`src/rtl/sram_like_arbiter_if.sv`:
```
// ---------------------------------------------------------------------------
// sram_like_arbiter_if
// Bundles the three SRAM-like interfaces that meet at the arbiter:
//   inst_*  : instruction-fetch requester (req/addr in, addr_ok/data_ok/rdata out)
//   data_*  : EX/MEM load/store requester (req/wr/size/wstrb/addr/wdata in,
//             addr_ok/data_ok/rdata out)
//   bus_*   : shared bus toward the CPU bridge (muxed request out,
//             addr_ok/data_ok/rdata back)
//   ot_count / proto_err : status outputs of the arbiter
// Modport "slave" is the arbiter's view; "master" is the surrounding logic
// (stages + bridge) that drives the requests and the bus responses.
// ---------------------------------------------------------------------------
interface sram_like_arbiter_if #(
    parameter int AW       = 32,
    parameter int OT_DEPTH = 4
);
    localparam int CW = $clog2(OT_DEPTH) + 1;

    logic          inst_req;
    logic [AW-1:0] inst_addr;
    logic          inst_addr_ok;
    logic          inst_data_ok;
    logic [31:0]   inst_rdata;

    logic          data_req;
    logic          data_wr;
    logic [1:0]    data_size;
    logic [3:0]    data_wstrb;
    logic [AW-1:0] data_addr;
    logic [31:0]   data_wdata;
    logic          data_addr_ok;
    logic          data_data_ok;
    logic [31:0]   data_rdata;

    logic          bus_req;
    logic          bus_wr;
    logic [1:0]    bus_size;
    logic [3:0]    bus_wstrb;
    logic [AW-1:0] bus_addr;
    logic [31:0]   bus_wdata;
    logic          bus_addr_ok;
    logic          bus_data_ok;
    logic [31:0]   bus_rdata;

    logic [CW-1:0] ot_count;
    logic          proto_err;

    modport slave (
        input  inst_req, inst_addr,
        input  data_req, data_wr, data_size, data_wstrb, data_addr, data_wdata,
        input  bus_addr_ok, bus_data_ok, bus_rdata,
        output inst_addr_ok, inst_data_ok, inst_rdata,
        output data_addr_ok, data_data_ok, data_rdata,
        output bus_req, bus_wr, bus_size, bus_wstrb, bus_addr, bus_wdata,
        output ot_count, proto_err
    );

    modport master (
        output inst_req, inst_addr,
        output data_req, data_wr, data_size, data_wstrb, data_addr, data_wdata,
        output bus_addr_ok, bus_data_ok, bus_rdata,
        input  inst_addr_ok, inst_data_ok, inst_rdata,
        input  data_addr_ok, data_data_ok, data_rdata,
        input  bus_req, bus_wr, bus_size, bus_wstrb, bus_addr, bus_wdata,
        input  ot_count, proto_err
    );
endinterface

```
`src/rtl/sram_like_arbiter.sv`:
```
// ---------------------------------------------------------------------------
// sram_like_arbiter
// Shares one SRAM-like bus between instruction fetch and the data port.
// Round-robin grant on contention, grant held (locked) until bus_addr_ok,
// and an order FIFO of OT_DEPTH source bits routes the strictly in-order
// bus responses back to whichever requester issued them.
// Ports:
//   clk     : clock, rising edge
//   resetn  : asynchronous active-low reset
//   arb     : sram_like_arbiter_if.slave (requesters, bus, status)
// ---------------------------------------------------------------------------
module sram_like_arbiter #(
    parameter int OT_DEPTH = 4,
    parameter int AW       = 32
) (
    input  logic                 clk,
    input  logic                 resetn,
    sram_like_arbiter_if.slave   arb
);
    localparam int PW = $clog2(OT_DEPTH);
    localparam int CW = PW + 1;
    localparam logic SRC_I = 1'b0;
    localparam logic SRC_D = 1'b1;

    typedef enum logic [1:0] {ST_IDLE, ST_LOCK_I, ST_LOCK_D} state_t;

    state_t          state_q;
    logic [OT_DEPTH-1:0] fifo_q;
    logic [OT_DEPTH-1:0] fifo_we;
    logic [PW-1:0]   wr_ptr_q;
    logic [PW-1:0]   rd_ptr_q;
    logic [CW-1:0]   cnt_q, cnt_d;
    logic            last_src_q;
    logic            proto_err_q;

    logic            fifo_full, fifo_empty;
    logic            grant_vld, grant_src, grant_req;
    logic            bus_req_w, push, pop, head_src;

    assign fifo_full  = (cnt_q == CW'(OT_DEPTH));
    assign fifo_empty = (cnt_q == '0);

    // Grant selection. A locked source stays muxed even if the FIFO has
    // since become non-full or the other side is requesting.
    always_comb begin
        grant_vld = 1'b0;
        grant_src = SRC_I;
        case (state_q)
            ST_LOCK_I: begin grant_vld = 1'b1; grant_src = SRC_I; end
            ST_LOCK_D: begin grant_vld = 1'b1; grant_src = SRC_D; end
            default: begin
                // Full blocks new grants even when a pop lands this cycle.
                if (!fifo_full) begin
                    if (arb.inst_req && arb.data_req) begin
                        grant_vld = 1'b1;
                        grant_src = ~last_src_q;
                    end else if (arb.inst_req) begin
                        grant_vld = 1'b1;
                        grant_src = SRC_I;
                    end else if (arb.data_req) begin
                        grant_vld = 1'b1;
                        grant_src = SRC_D;
                    end
                end
            end
        endcase
    end

    assign grant_req = grant_src ? arb.data_req : arb.inst_req;
    assign bus_req_w = grant_vld & grant_req;
    assign push      = bus_req_w & arb.bus_addr_ok;
    assign head_src  = fifo_q[rd_ptr_q];
    assign pop       = arb.bus_data_ok & ~fifo_empty;

    assign arb.bus_req   = bus_req_w;
    assign arb.bus_wr    = grant_src ? arb.data_wr    : 1'b0;
    assign arb.bus_size  = grant_src ? arb.data_size  : 2'd2;
    assign arb.bus_wstrb = grant_src ? arb.data_wstrb : 4'h0;
    assign arb.bus_addr  = grant_src ? arb.data_addr  : arb.inst_addr;
    assign arb.bus_wdata = grant_src ? arb.data_wdata : 32'h0;

    assign arb.inst_addr_ok = push & (grant_src == SRC_I);
    assign arb.data_addr_ok = push & (grant_src == SRC_D);
    assign arb.inst_data_ok = pop & (head_src == SRC_I);
    assign arb.data_data_ok = pop & (head_src == SRC_D);
    assign arb.inst_rdata   = arb.bus_rdata;
    assign arb.data_rdata   = arb.bus_rdata;
    assign arb.ot_count     = cnt_q;
    assign arb.proto_err    = proto_err_q;

    always_comb begin
        cnt_d = cnt_q;
        case ({push, pop})
            2'b10:   cnt_d = cnt_q + CW'(1);
            2'b01:   cnt_d = cnt_q - CW'(1);
            default: cnt_d = cnt_q;
        endcase
    end

    // Per-entry write enables for the order FIFO.
    for (genvar gi = 0; gi < OT_DEPTH; gi++) begin : g_we
        assign fifo_we[gi] = push && (wr_ptr_q == PW'(gi));
    end

    always_ff @(posedge clk or negedge resetn) begin
        if (!resetn) begin
            fifo_q <= '0;
        end else begin
            for (int i = 0; i < OT_DEPTH; i++) begin
                if (fifo_we[i]) fifo_q[i] <= grant_src;
            end
        end
    end

    always_ff @(posedge clk or negedge resetn) begin
        if (!resetn) begin
            wr_ptr_q    <= '0;
            rd_ptr_q    <= '0;
            cnt_q       <= '0;
            last_src_q  <= SRC_I;
            proto_err_q <= 1'b0;
        end else begin
            // Pointers wrap naturally since OT_DEPTH is a power of two.
            if (push) begin
                wr_ptr_q   <= wr_ptr_q + PW'(1);
                last_src_q <= grant_src;
            end
            if (pop) rd_ptr_q <= rd_ptr_q + PW'(1);
            cnt_q <= cnt_d;
            if (arb.bus_data_ok && fifo_empty) proto_err_q <= 1'b1;
        end
    end

    // Grant FSM: lock the granted source until its address is accepted,
    // or release it if the requester withdraws (no push in that case).
    always_ff @(posedge clk or negedge resetn) begin
        if (!resetn) begin
            state_q <= ST_IDLE;
        end else begin
            case (state_q)
                ST_LOCK_I, ST_LOCK_D: begin
                    if (!grant_req || arb.bus_addr_ok) state_q <= ST_IDLE;
                end
                default: begin
                    if (grant_vld && !arb.bus_addr_ok)
                        state_q <= grant_src ? ST_LOCK_D : ST_LOCK_I;
                    else
                        state_q <= ST_IDLE;
                end
            endcase
        end
    end
endmodule

```
`src/flat_wrapper.sv`:
```
// flat-port wrapper written by rule: the top's interface ports become plain ports
module sram_like_arbiter_flat 
#(
    parameter int OT_DEPTH = 4,
    parameter int AW       = 32
)
  (clk, resetn, arb_inst_req, arb_inst_addr, arb_data_req, arb_data_wr, arb_data_size, arb_data_wstrb, arb_data_addr, arb_data_wdata, arb_bus_addr_ok, arb_bus_data_ok, arb_bus_rdata, arb_inst_addr_ok, arb_inst_data_ok, arb_inst_rdata, arb_data_addr_ok, arb_data_data_ok, arb_data_rdata, arb_bus_req, arb_bus_wr, arb_bus_size, arb_bus_wstrb, arb_bus_addr, arb_bus_wdata, arb_ot_count, arb_proto_err);
  sram_like_arbiter_if #(.AW(AW), .OT_DEPTH(OT_DEPTH)) arb_i ();
  input  logic clk;
  input  logic resetn;
  input wire logic [$bits(arb_i.inst_req)-1:0] arb_inst_req;
  input wire logic [$bits(arb_i.inst_addr)-1:0] arb_inst_addr;
  input wire logic [$bits(arb_i.data_req)-1:0] arb_data_req;
  input wire logic [$bits(arb_i.data_wr)-1:0] arb_data_wr;
  input wire logic [$bits(arb_i.data_size)-1:0] arb_data_size;
  input wire logic [$bits(arb_i.data_wstrb)-1:0] arb_data_wstrb;
  input wire logic [$bits(arb_i.data_addr)-1:0] arb_data_addr;
  input wire logic [$bits(arb_i.data_wdata)-1:0] arb_data_wdata;
  input wire logic [$bits(arb_i.bus_addr_ok)-1:0] arb_bus_addr_ok;
  input wire logic [$bits(arb_i.bus_data_ok)-1:0] arb_bus_data_ok;
  input wire logic [$bits(arb_i.bus_rdata)-1:0] arb_bus_rdata;
  output wire logic [$bits(arb_i.inst_addr_ok)-1:0] arb_inst_addr_ok;
  output wire logic [$bits(arb_i.inst_data_ok)-1:0] arb_inst_data_ok;
  output wire logic [$bits(arb_i.inst_rdata)-1:0] arb_inst_rdata;
  output wire logic [$bits(arb_i.data_addr_ok)-1:0] arb_data_addr_ok;
  output wire logic [$bits(arb_i.data_data_ok)-1:0] arb_data_data_ok;
  output wire logic [$bits(arb_i.data_rdata)-1:0] arb_data_rdata;
  output wire logic [$bits(arb_i.bus_req)-1:0] arb_bus_req;
  output wire logic [$bits(arb_i.bus_wr)-1:0] arb_bus_wr;
  output wire logic [$bits(arb_i.bus_size)-1:0] arb_bus_size;
  output wire logic [$bits(arb_i.bus_wstrb)-1:0] arb_bus_wstrb;
  output wire logic [$bits(arb_i.bus_addr)-1:0] arb_bus_addr;
  output wire logic [$bits(arb_i.bus_wdata)-1:0] arb_bus_wdata;
  output wire logic [$bits(arb_i.ot_count)-1:0] arb_ot_count;
  output wire logic [$bits(arb_i.proto_err)-1:0] arb_proto_err;
  assign arb_i.inst_req = arb_inst_req;
  assign arb_i.inst_addr = arb_inst_addr;
  assign arb_i.data_req = arb_data_req;
  assign arb_i.data_wr = arb_data_wr;
  assign arb_i.data_size = arb_data_size;
  assign arb_i.data_wstrb = arb_data_wstrb;
  assign arb_i.data_addr = arb_data_addr;
  assign arb_i.data_wdata = arb_data_wdata;
  assign arb_i.bus_addr_ok = arb_bus_addr_ok;
  assign arb_i.bus_data_ok = arb_bus_data_ok;
  assign arb_i.bus_rdata = arb_bus_rdata;
  assign arb_inst_addr_ok = arb_i.inst_addr_ok;
  assign arb_inst_data_ok = arb_i.inst_data_ok;
  assign arb_inst_rdata = arb_i.inst_rdata;
  assign arb_data_addr_ok = arb_i.data_addr_ok;
  assign arb_data_data_ok = arb_i.data_data_ok;
  assign arb_data_rdata = arb_i.data_rdata;
  assign arb_bus_req = arb_i.bus_req;
  assign arb_bus_wr = arb_i.bus_wr;
  assign arb_bus_size = arb_i.bus_size;
  assign arb_bus_wstrb = arb_i.bus_wstrb;
  assign arb_bus_addr = arb_i.bus_addr;
  assign arb_bus_wdata = arb_i.bus_wdata;
  assign arb_ot_count = arb_i.ot_count;
  assign arb_proto_err = arb_i.proto_err;
  sram_like_arbiter #(.OT_DEPTH(OT_DEPTH), .AW(AW)) u_core (.clk(clk), .resetn(resetn), .arb(arb_i));
endmodule
```
`config.mk`:
```
export PLATFORM = sky130hd
export DESIGN_NAME = sram_like_arbiter_flat
export DESIGN_NICKNAME = d
export VERILOG_FILES = /design/src/rtl/sram_like_arbiter_if.sv /design/src/rtl/sram_like_arbiter.sv /design/src/flat_wrapper.sv
export SDC_FILE = /design/constraint.sdc
export NUM_CORES = 1
export LEC_CHECK = 0
export CORE_AREA = 2 2 109 111
export CTS_CLUSTER_SIZE = 25
export DETAILED_ROUTE_END_ITERATION = 8
export DIE_AREA = 0 0 111 113
export GPL_ROUTABILITY_DRIVEN = 0
export SLEW_MARGIN = 10
export SYNTH_ARGS = -nofsm -noshare
export SYNTH_HDL_FRONTEND = slang
export SYNTH_SLANG_ARGS = --single-unit
```
`constraint.sdc`:
```
create_clock -name clk -period 2.74 [get_ports clk]
set_input_delay 0.411 -clock clk [delete_from_list [all_inputs] [get_ports clk]]
set_output_delay 0.411 -clock clk [all_outputs]
set_load 0.05 [all_outputs]
```
# --- After elaboration in Yosys (flattened, before gate mapping) ---
# Index checks and enable logic that the tools add are counted.
word_totals:
  register_bits: 15
  in_bits: 141
classes:
  n_addsub: 4
  magnitude_cmp: 1
  n_eq_ne: 9
  muxes: 22
  n_bitwise: 11
  n_reduce_logical: 14
op_table:
  columns: ["operator", "count"]
  rows:
  - ["32-bit two-way mux", 2]
  - ["1-bit two-way mux", 11]
  - ["2-bit two-way mux", 5]
  - ["2-bit equality test, second input constant", 4]
  - ["1-bit bitwise AND", 7]
  - ["1-bit logical AND", 7]
  - ["2-bit by 1-bit equality test with 1-bit output, second input constant", 3]
  - ["3-bit case mux with 2 select lines", 1]
  - ["2-bit by 1-bit adder with 2-bit output, second input constant", 2]
  - ["4-bit two-way mux", 1]
  - ["1-bit NOT", 4]
  - ["3-bit by 1-bit adder with 3-bit output, second input constant", 1]
  - ["3-bit equality test, second input constant", 1]
  - ["3-bit logical NOT", 1]
  - ["2-bit by 3-bit less-than comparator with 1-bit output, second input constant", 1]
  - ["3-bit by 1-bit subtractor with 3-bit output, second input constant", 1]
  - ["1-bit binary-select mux with 2-bit select", 1]
  - ["1-bit logical NOT", 2]
  - ["2-bit logical NOT", 1]
  - ["2-bit by 1-bit != test with 1-bit output, second input constant", 1]
  - ["1-bit case mux with 2 select lines", 1]
  - ["2-bit nonzero test", 1]
  - ["2-bit OR reduction", 1]
  - ["1-bit logical OR", 1]

# --- Longest topological paths before layout ---
# Gate-level depths: netlist (run 1).
logic_depth:
  word_depth: 10
  depth_mapped: 10
  mapped_depth_nobuf: 10

# --- Least setup slack after synthesis (run 1) ---
# OpenSTA, ideal clock, no wires.
synth_path:
  path_kind: "reg-to-output"
  startpoint: "reg u_core.cnt_q[2], in the netlist u_core.arb.ot_count[2]"
  endpoint: "out arb_inst_addr_ok"
  arrival_time_ps: 2264
  required_ps: 2329
  slack_ps: 65
  stages_incl_launch_ff: 5
  cell_sequence: "dfrtp_1 or3b_4 a41o_4 clkbuf_1 nor2_1"
synth_between:
  elab_chain_cells: 7
synth_rtl:
  columns: ["element", "line_no", "text"]
  rows:
  - ["start: declaration", "sram_like_arbiter.sv:32", "logic [CW-1:0] cnt_q, cnt_d;"]
  - ["start signal: assignment", "sram_like_arbiter.sv:129", "cnt_q <= cnt_d;"]
  - ["3-bit equality test (*)", "sram_like_arbiter.sv:40", "assign fifo_full = (cnt_q == CW'(OT_DEPTH));"]
  - ["1-bit two-way mux", "sram_like_arbiter.sv:53", "if (!fifo_full) begin"]
  - ["1-bit case mux with 2 select lines", "sram_like_arbiter.sv:48", "case (state_q)"]
  - ["1-bit two-way mux", "sram_like_arbiter.sv:69", "assign grant_req = grant_src ? arb.data_req : arb.inst_req;"]
  - ["1-bit bitwise AND", "sram_like_arbiter.sv:70", "assign bus_req_w = grant_vld & grant_req;"]
  - ["1-bit bitwise AND", "sram_like_arbiter.sv:71", "assign push = bus_req_w & arb.bus_addr_ok;"]
  - ["1-bit bitwise AND (*)", "sram_like_arbiter.sv:82", "assign arb.inst_addr_ok = push & (grant_src == SRC_I);"]
  - ["end: declaration", "flat_wrapper.sv:22", "output wire logic [$bits(arb_i.inst_addr_ok)-1:0] arb_inst_addr_ok;"]
# Mark *: on every way between the ends. The rest lies on a longest branch, timed or not.

# --- Worst setup path after layout (run 1) ---
layout_path:
  startpoint: "reg u_core.cnt_q[1], in the netlist u_core.arb.ot_count[1]"
  endpoint: "out arb_bus_addr[27]"
layout_between:
  elab_chain_cells: 4
layout_rtl:
  columns: ["element", "line_no", "text"]
  rows:
  - ["3-bit equality test", "sram_like_arbiter.sv:40", null]
  - ["1-bit two-way mux", "sram_like_arbiter.sv:53", null]
  - ["1-bit case mux with 2 select lines", "sram_like_arbiter.sv:48", null]
  - ["32-bit two-way mux", "sram_like_arbiter.sv:79", "assign arb.bus_addr = grant_src ? arb.data_addr : arb.inst_addr;"]
  - ["end: declaration", "flat_wrapper.sv:32", "output wire logic [$bits(arb_i.bus_addr)-1:0] arb_bus_addr;"]
# Every way passes these cells.

==> results of run 1 <==
## layer usage
layer  part of all wire, %  wire length [µm]  global-route usage [%]  vias to the layer above
met2                    55              4270                    20.6                      116
met4                  0.96                74                    2.75                        0
met3                   7.6               586                    2.84                        7
met5                     0                 0                       0                        -
met1                    36              2800                    10.9                      881
li1                      -                 -                       -                      938
## placed cells by master (no fill, tap or decap)
cell type        instances
o221a_2                  1
o31a_2                   1
a32o_1                   2
a41o_4                   2
or4bb_4                  1
mux4_2                   1
nand2b_1                 2
a41oi_4                  1
buf_12                  43
clkdlybuf4s50_1        112
xnor2_1                  3
ha_1                     6
mux2_2                  39
buf_6                    2
o211ai_2                 1
nor2b_4                  1
xor2_1                   3
nor2b_1                  1
or3b_4                   1
mux2i_1                  1
clkbuf_16                5
o211a_1                  4
inv_1                    6
o211ai_1                 4
nor3_1                   1
and2_1                  39
nand2_1                  2
and3b_2                  1
dfrtp_1                 15
o21a_1                   1
nor2_1                   3
clkbuf_1                 1
nor3b_1                  1
fa_1                     1
a21o_1                   1
buf_4                   40
## cell families (layout without fill, tap and decap cells)
logic type | Yosys count | in the layout | synth area share, %
AO/OA/AOI/OAI | 17 | 18 | 9.00
XOR/XNOR | 6 | 6 | 2.52
adder cells (fa/ha/maj) | 7 | 7 | 4.56
buffers and inverters | 80 | 209 | 27.1
flip-flops | 15 | 15 | 18.0
multiplexers | 41 | 41 | 22.6
AND/OR/NAND/NOR | 53 | 53 | 16.1
## power breakdown
| part | internal, µW | switching (µW) |
|---|---|---|
| clock | 197 | 91.8 |
| combinational | 1590 | 1970 |
| sequential | 326 | 97.8 |
## what timing repair did
item | CTS | global route
setup endpoints to repair | 0 | 42
gates resized for setup | 0 | 4
setup buffers | 0 | 1
## flip-flops by register name (all words and copies together) (netlist names)
signal	flops
u_core.arb.ot_count	3
u_core.arb.proto_err	1
u_core.fifo_q	4
u_core.last_src_q	1
u_core.rd_ptr_q	2
u_core.state_q	2
u_core.wr_ptr_q	2
## layout make-up
type,count,share of cell area (%)
multi-input cells,125,28.0
well taps,143,4.28
flip-flops and latches,15,8.97
inverters,6,0.538
repair buffers,199,56.3
clock buffers,4,1.88
## worst paths after layout
| check | startpoint | end | slack (ps) | depth (start not counted) |
|---|---|---|---|---|
| max in group asynchronous | resetn | u_core.wr_ptr_q[0] | 1720 | 1 |
| min | u_core.rd_ptr_q[1] | u_core.rd_ptr_q[1] | 480 | 1 |
| max reg2reg | u_core.state_q[0] | u_core.arb.ot_count[2] | 300 | 10 |
| max | u_core.arb.ot_count[1] | arb_bus_addr[27] | 70 | 6 |
| min reg2reg | u_core.rd_ptr_q[1] | u_core.rd_ptr_q[1] | 480 | 1 |
| min in group asynchronous | resetn | u_core.state_q[1] | 570 | 1 |
## through the flow
stage	cell area [µm²]	instances	hold WS [ps]	setup WS [ps]
after floorplan	2080	219	115	65.4
after global placement	3990	483	453	156
after detailed placement	3990	483	469	122
after CTS	4070	487	485	81.8
after global routing	4180	492	499	-3.60
final	4180	492	480	65.7
==> impl_metrics.toml, run 1 <==
[run_status]
outcome = "finished, final reports clean"

[finish]
num-fill-cells = 1109
finalCoreUtilization_pct = 37.1
final_nets = 498
seq_area_um2 = 375
multiInputGateArea_um2 = 1170
insertedDiodeCount = 0
area.growth.synth_to_final_pct = 101
drive_above_1_share_pct = 40.1

[routing]
count_of_vias_placed_by_the_detailed_router = 1942
iter_0_drt_violations = 35
final_ant_viol_nets = 0
finalWirelength_um = 7740
drc_errors = 0
vias_per_cell = 3.95
firstDrtPassIters = 4
avgRoutedWirePerCell_um = 15.7

[synthesis]
netlist_top_cells_count = "buf_4, and2_1, mux2_2"
synthDominantAreaCellType = "buf_4"
ys_async_sr_fraction_pct = 100
number_of_synthesized_flops_with_an_enable_pin = 0
post-synth-top-count-cell = "buf_4"
avgSynthCellArea_um2 = 9.52
post_synthesis_sequential_area_ratio_pct = 18.0
synth_top_area_share_pct = 23.0
post_synth_top_flop = "dfrtp_1"
synth.lib_cells_used.distinct = 33
yosys-top-cells-area = "buf_4, mux2_2, dfrtp_1, and2_1, ha_1"
area_of_the_mapped_netlist_um2 = 2080
netlist_instances = 219
yosysWarnings = 0
mappedNetlistNets = 367
synth_seq_cells = 15

[critical_path]
worst-path-max-fanout = 8
worst-path-buf-inv = 3
cp_data_required_time_ps = 2330
cp-start-kind = "register"
worst-setup-path-type = "reg2out"
arrival_time_reported_for_the_critical_path_endpoint_ps = 2260
critical_path.cell_chain = "or3b_4 -> a41oi_4 -> buf_12 -> buf_6 -> mux2_2 -> buf_4"
max_stage_delay_ps = 480
cpLargestDelayFamily = "buffers and inverters"
end_kind = "primary output"
crit_slowest_cell = "or3b_4"

[cts]
clock_insertion_delay_worst_skew_ps = 250
cts-root-to-sink-buffers = 2
clock_tree.htree_level_count = 1
clk_transition_reported_paths_ps = 50
clkSinkCount = 15
cts.hold.buffers_added = 0
cts_root_buffer = "clkbuf_16"
cts_tree = "done"
cts_made_buffers = 3

[run]
cap_viol_max_count = 0

[floorplanning]
starting_density_of_the_core_pct = 18.5
die_area_um2 = 12500
die_width_um = 111
top_level_ports = 285
die_h_um = 113
placementRows = 39
coreArea_um2 = 11300

[power_and_ir_drop]
p_leak_uw = 0.00177
irDropWorstVdd_mv = 0.514
report.power.total_uw = 4270
power_density_nw_per_um2 = 1020

[sta]
worst_pin_slew_ps = 681
maximum_frequency_from_static_timing_analysis_ghz = 0.374
final-setup-viol-count = 0
totalNegativeSetupSlack_ps = 0
timing.final.hold_violations = 0
timing.slew.headroom_pct = 54.5
finalClockSkew_ps = 5.47
post-route-period-util_pct = 97.6
drv_slew = 0
finalWorstPathRequiredPeriod_ps = 2670

[global_routing]
grt_antenna_before_repair = 0
grt_first_pass_wirelength_um = 10800
grt_pass1_vias = 2100
track_usage_pct = 10.5
grt_max_degree = 46
grt_overflow = 0

[place]
place_hpwl_um = 5990
port-buffer-count = 188

[min_path]
hp-class = "reg2reg"
No activity file was read; power rests on OpenSTA's default activity.
==> inputs of run 2 (changes only) <==
==> constraint.sdc (replaced) <==
create_clock -name clk -period 2.74 [get_ports clk]
set_input_delay 0.274 -clock clk [delete_from_list [all_inputs] [get_ports clk]]
set_output_delay 0.274 -clock clk [all_outputs]
set_load 0.05 [all_outputs]
==> impl_metrics.toml, run 2 (synthesis gave the netlist of run 1 again) <==
[finish]
post_layout_nonfiller_instances = 485
drive_above_1_share_pct = 38.0
mostFrequentLayoutCells = "clkdlybuf4s50_1, buf_12, mux2_2, and2_1, buf_4"
most_common_library_cell_in_the_layout_ignoring_fill_and_taps = "clkdlybuf4s50_1"
area.growth.synth_to_final_pct = 94.1
largest_register_ffs = 4
final_nets = 491
registers.top_by_ff_count = "u_core.fifo_q"
insertedDiodeCount = 0
final_cell_area_um2 = 4050

[place]
number_of_placed_instances_taps_included = 481
place_hpwl_um = 6040
post_dp_cell_area_um2 = 3970
port-buffer-count = 188

[cts]
cts-root-to-sink-buffers = 2
cts_root_buffer = "clkbuf_16"
clkSinkCount = 15
postCtsSetupBuffers = 0
post_cts_resized = 0
cts_made_buffers = 3
cts_tree = "done"
clock_tree.htree_level_count = 1
clock_insertion_delay_worst_skew_ps = 240
clk_transition_reported_paths_ps = 50
cts.hold.buffers_added = 0

[min_path]
hp-class = "in2async"

[sta]
worst_pin_slew_ps = 692
rsz_0062_raised_after_global_routing = "no"
maximum_frequency_from_static_timing_analysis_ghz = 0.395
finalClockSkew_ps = 4.72
totalNegativeSetupSlack_ps = 0
drv_slew = 0
timing.final.hold_violations = 0
hold_ws_ps = 452
final-setup-viol-count = 0
timing.slew.headroom_pct = 53.7
finalWorstPathRequiredPeriod_ps = 2530
post-route-period-util_pct = 92.4

[critical_path]
max_stage_delay_ps = 370
reg2reg_setup_slack_ps = 330
cp_data_required_time_ps = 2470
cp-start-kind = "register"
startpoint = "u_core.state_q[0]"
critical_path.cell_chain = "inv_1 -> ha_1 -> buf_4 -> nor2b_1 -> a41oi_4 -> buf_12 -> mux2_2 -> buf_4"
most_frequent_cell_on_critical_path = "buf_4"
crit_slowest_cell = "mux2_2"
crit_end = "arb_bus_addr[17]"
worst-path-max-fanout = 33
reg2reg_to = "u_core.arb.ot_count[2]"
timing.critical_path.depth = 8
r2r_startpoint = "u_core.state_q[0]"
worst-path-buf-inv = 4
arrival_time_reported_for_the_critical_path_endpoint_ps = 2260
cpLargestDelayFamily = "buffers and inverters"
end_kind = "primary output"
rr_worst_depth = 10
worst-setup-path-type = "reg2out"

[global_routing]
grt_pass1_vias = 2114
grt_max_degree = 46
grt_first_pass_wirelength_um = 10900
grt_overflow = 0
track_usage_pct = 10.5
grt_antenna_before_repair = 0

[run_status]
outcome = "finished, final reports clean"

[power_and_ir_drop]
irDropWorstVdd_mv = 0.432
p_leak_uw = 0.00170
report.power.total_uw = 4060
power_density_nw_per_um2 = 1000

[routing]
count_of_vias_placed_by_the_detailed_router = 1892
drc_errors = 0
final_ant_viol_nets = 0
vias_per_cell = 3.90
iter_0_drt_violations = 76
avgRoutedWirePerCell_um = 14.4
firstDrtPassIters = 4
finalWirelength_um = 6960

[floorplanning]
starting_density_of_the_core_pct = 18.5
placementRows = 39
die_h_um = 113
die_width_um = 111
top_level_ports = 285
coreArea_um2 = 11300
die_area_um2 = 12500

[run]
cap_viol_max_count = 0
## run 2: cell types whose count changed in the layout (fill, tap and decap cells not counted), moves of 2 or more
cell and change:
clkdlybuf4s50_1 +2, buf_6 -2, buf_12 -2, buf_4 -2, clkbuf_16 -2
## run 2: final cells by class
type | count | area (µm²)
Tap cell | 143 | 179
Timing Repair Buffer | 193 | 2250
Sequential cell | 15 | 375
Inverter | 6 | 22.5
Clock buffer | 4 | 78.8
Fill cell | 1114 | 7230
Multi-Input combinational cell | 124 | 1140
## run 2: how the worst min path moves through the flow
stage / endpoint / slack [ps] / cells after the start
after detailed placement: u_core.arb.proto_err / 460 / 1
final: u_core.state_q[1] / 450 / 1
after floorplan: u_core.arb.ot_count[0] / -20 / 0
after CTS: u_core.state_q[1] / 480 / 1
after global placement: u_core.arb.proto_err / 460 / 1
after global routing: u_core.arb.proto_err / 490 / 1
## run 2: worst register-to-register path: stages, from the launching register on
cell	delay [ps]
dfrtp_1	350
inv_1	50
ha_1	280
or4bb_4	500
o211ai_2	110
ha_1	210
inv_1	60
fa_1	370
xor2_1	150
nor2_1	110
xor2_1	150
## run 2: metal layers
layer,vias up,part of all wire (%),track usage [%]
met4,0,1.0,2.92
met5,-,0,0
li1,913,-,-
met1,858,34,10.9
met3,6,8.4,2.57
met2,115,56,20.9
## run 2: power by group
| part | switching, µW | internal, µW | total, µW | leakage [µW] |
|---|---|---|---|---|
| combinational | 1900 | 1450 | 3350 | 0.00148 |
| sequential | 101 | 326 | 427 | 0.000182 |
| clock | 82.1 | 197 | 279 | 0.0000382 |
| total | 2080 | 1980 | 4060 | 0.00170 |
## run 2: per-stage QoR
step                      setup slack, ps  utilization [%]
final                                 209             35.9
after global routing                 72.5             35.9
after CTS                             185             35.9
after detailed placement              321             35.2
after global placement                360             35.2
after floorplan                       173                -
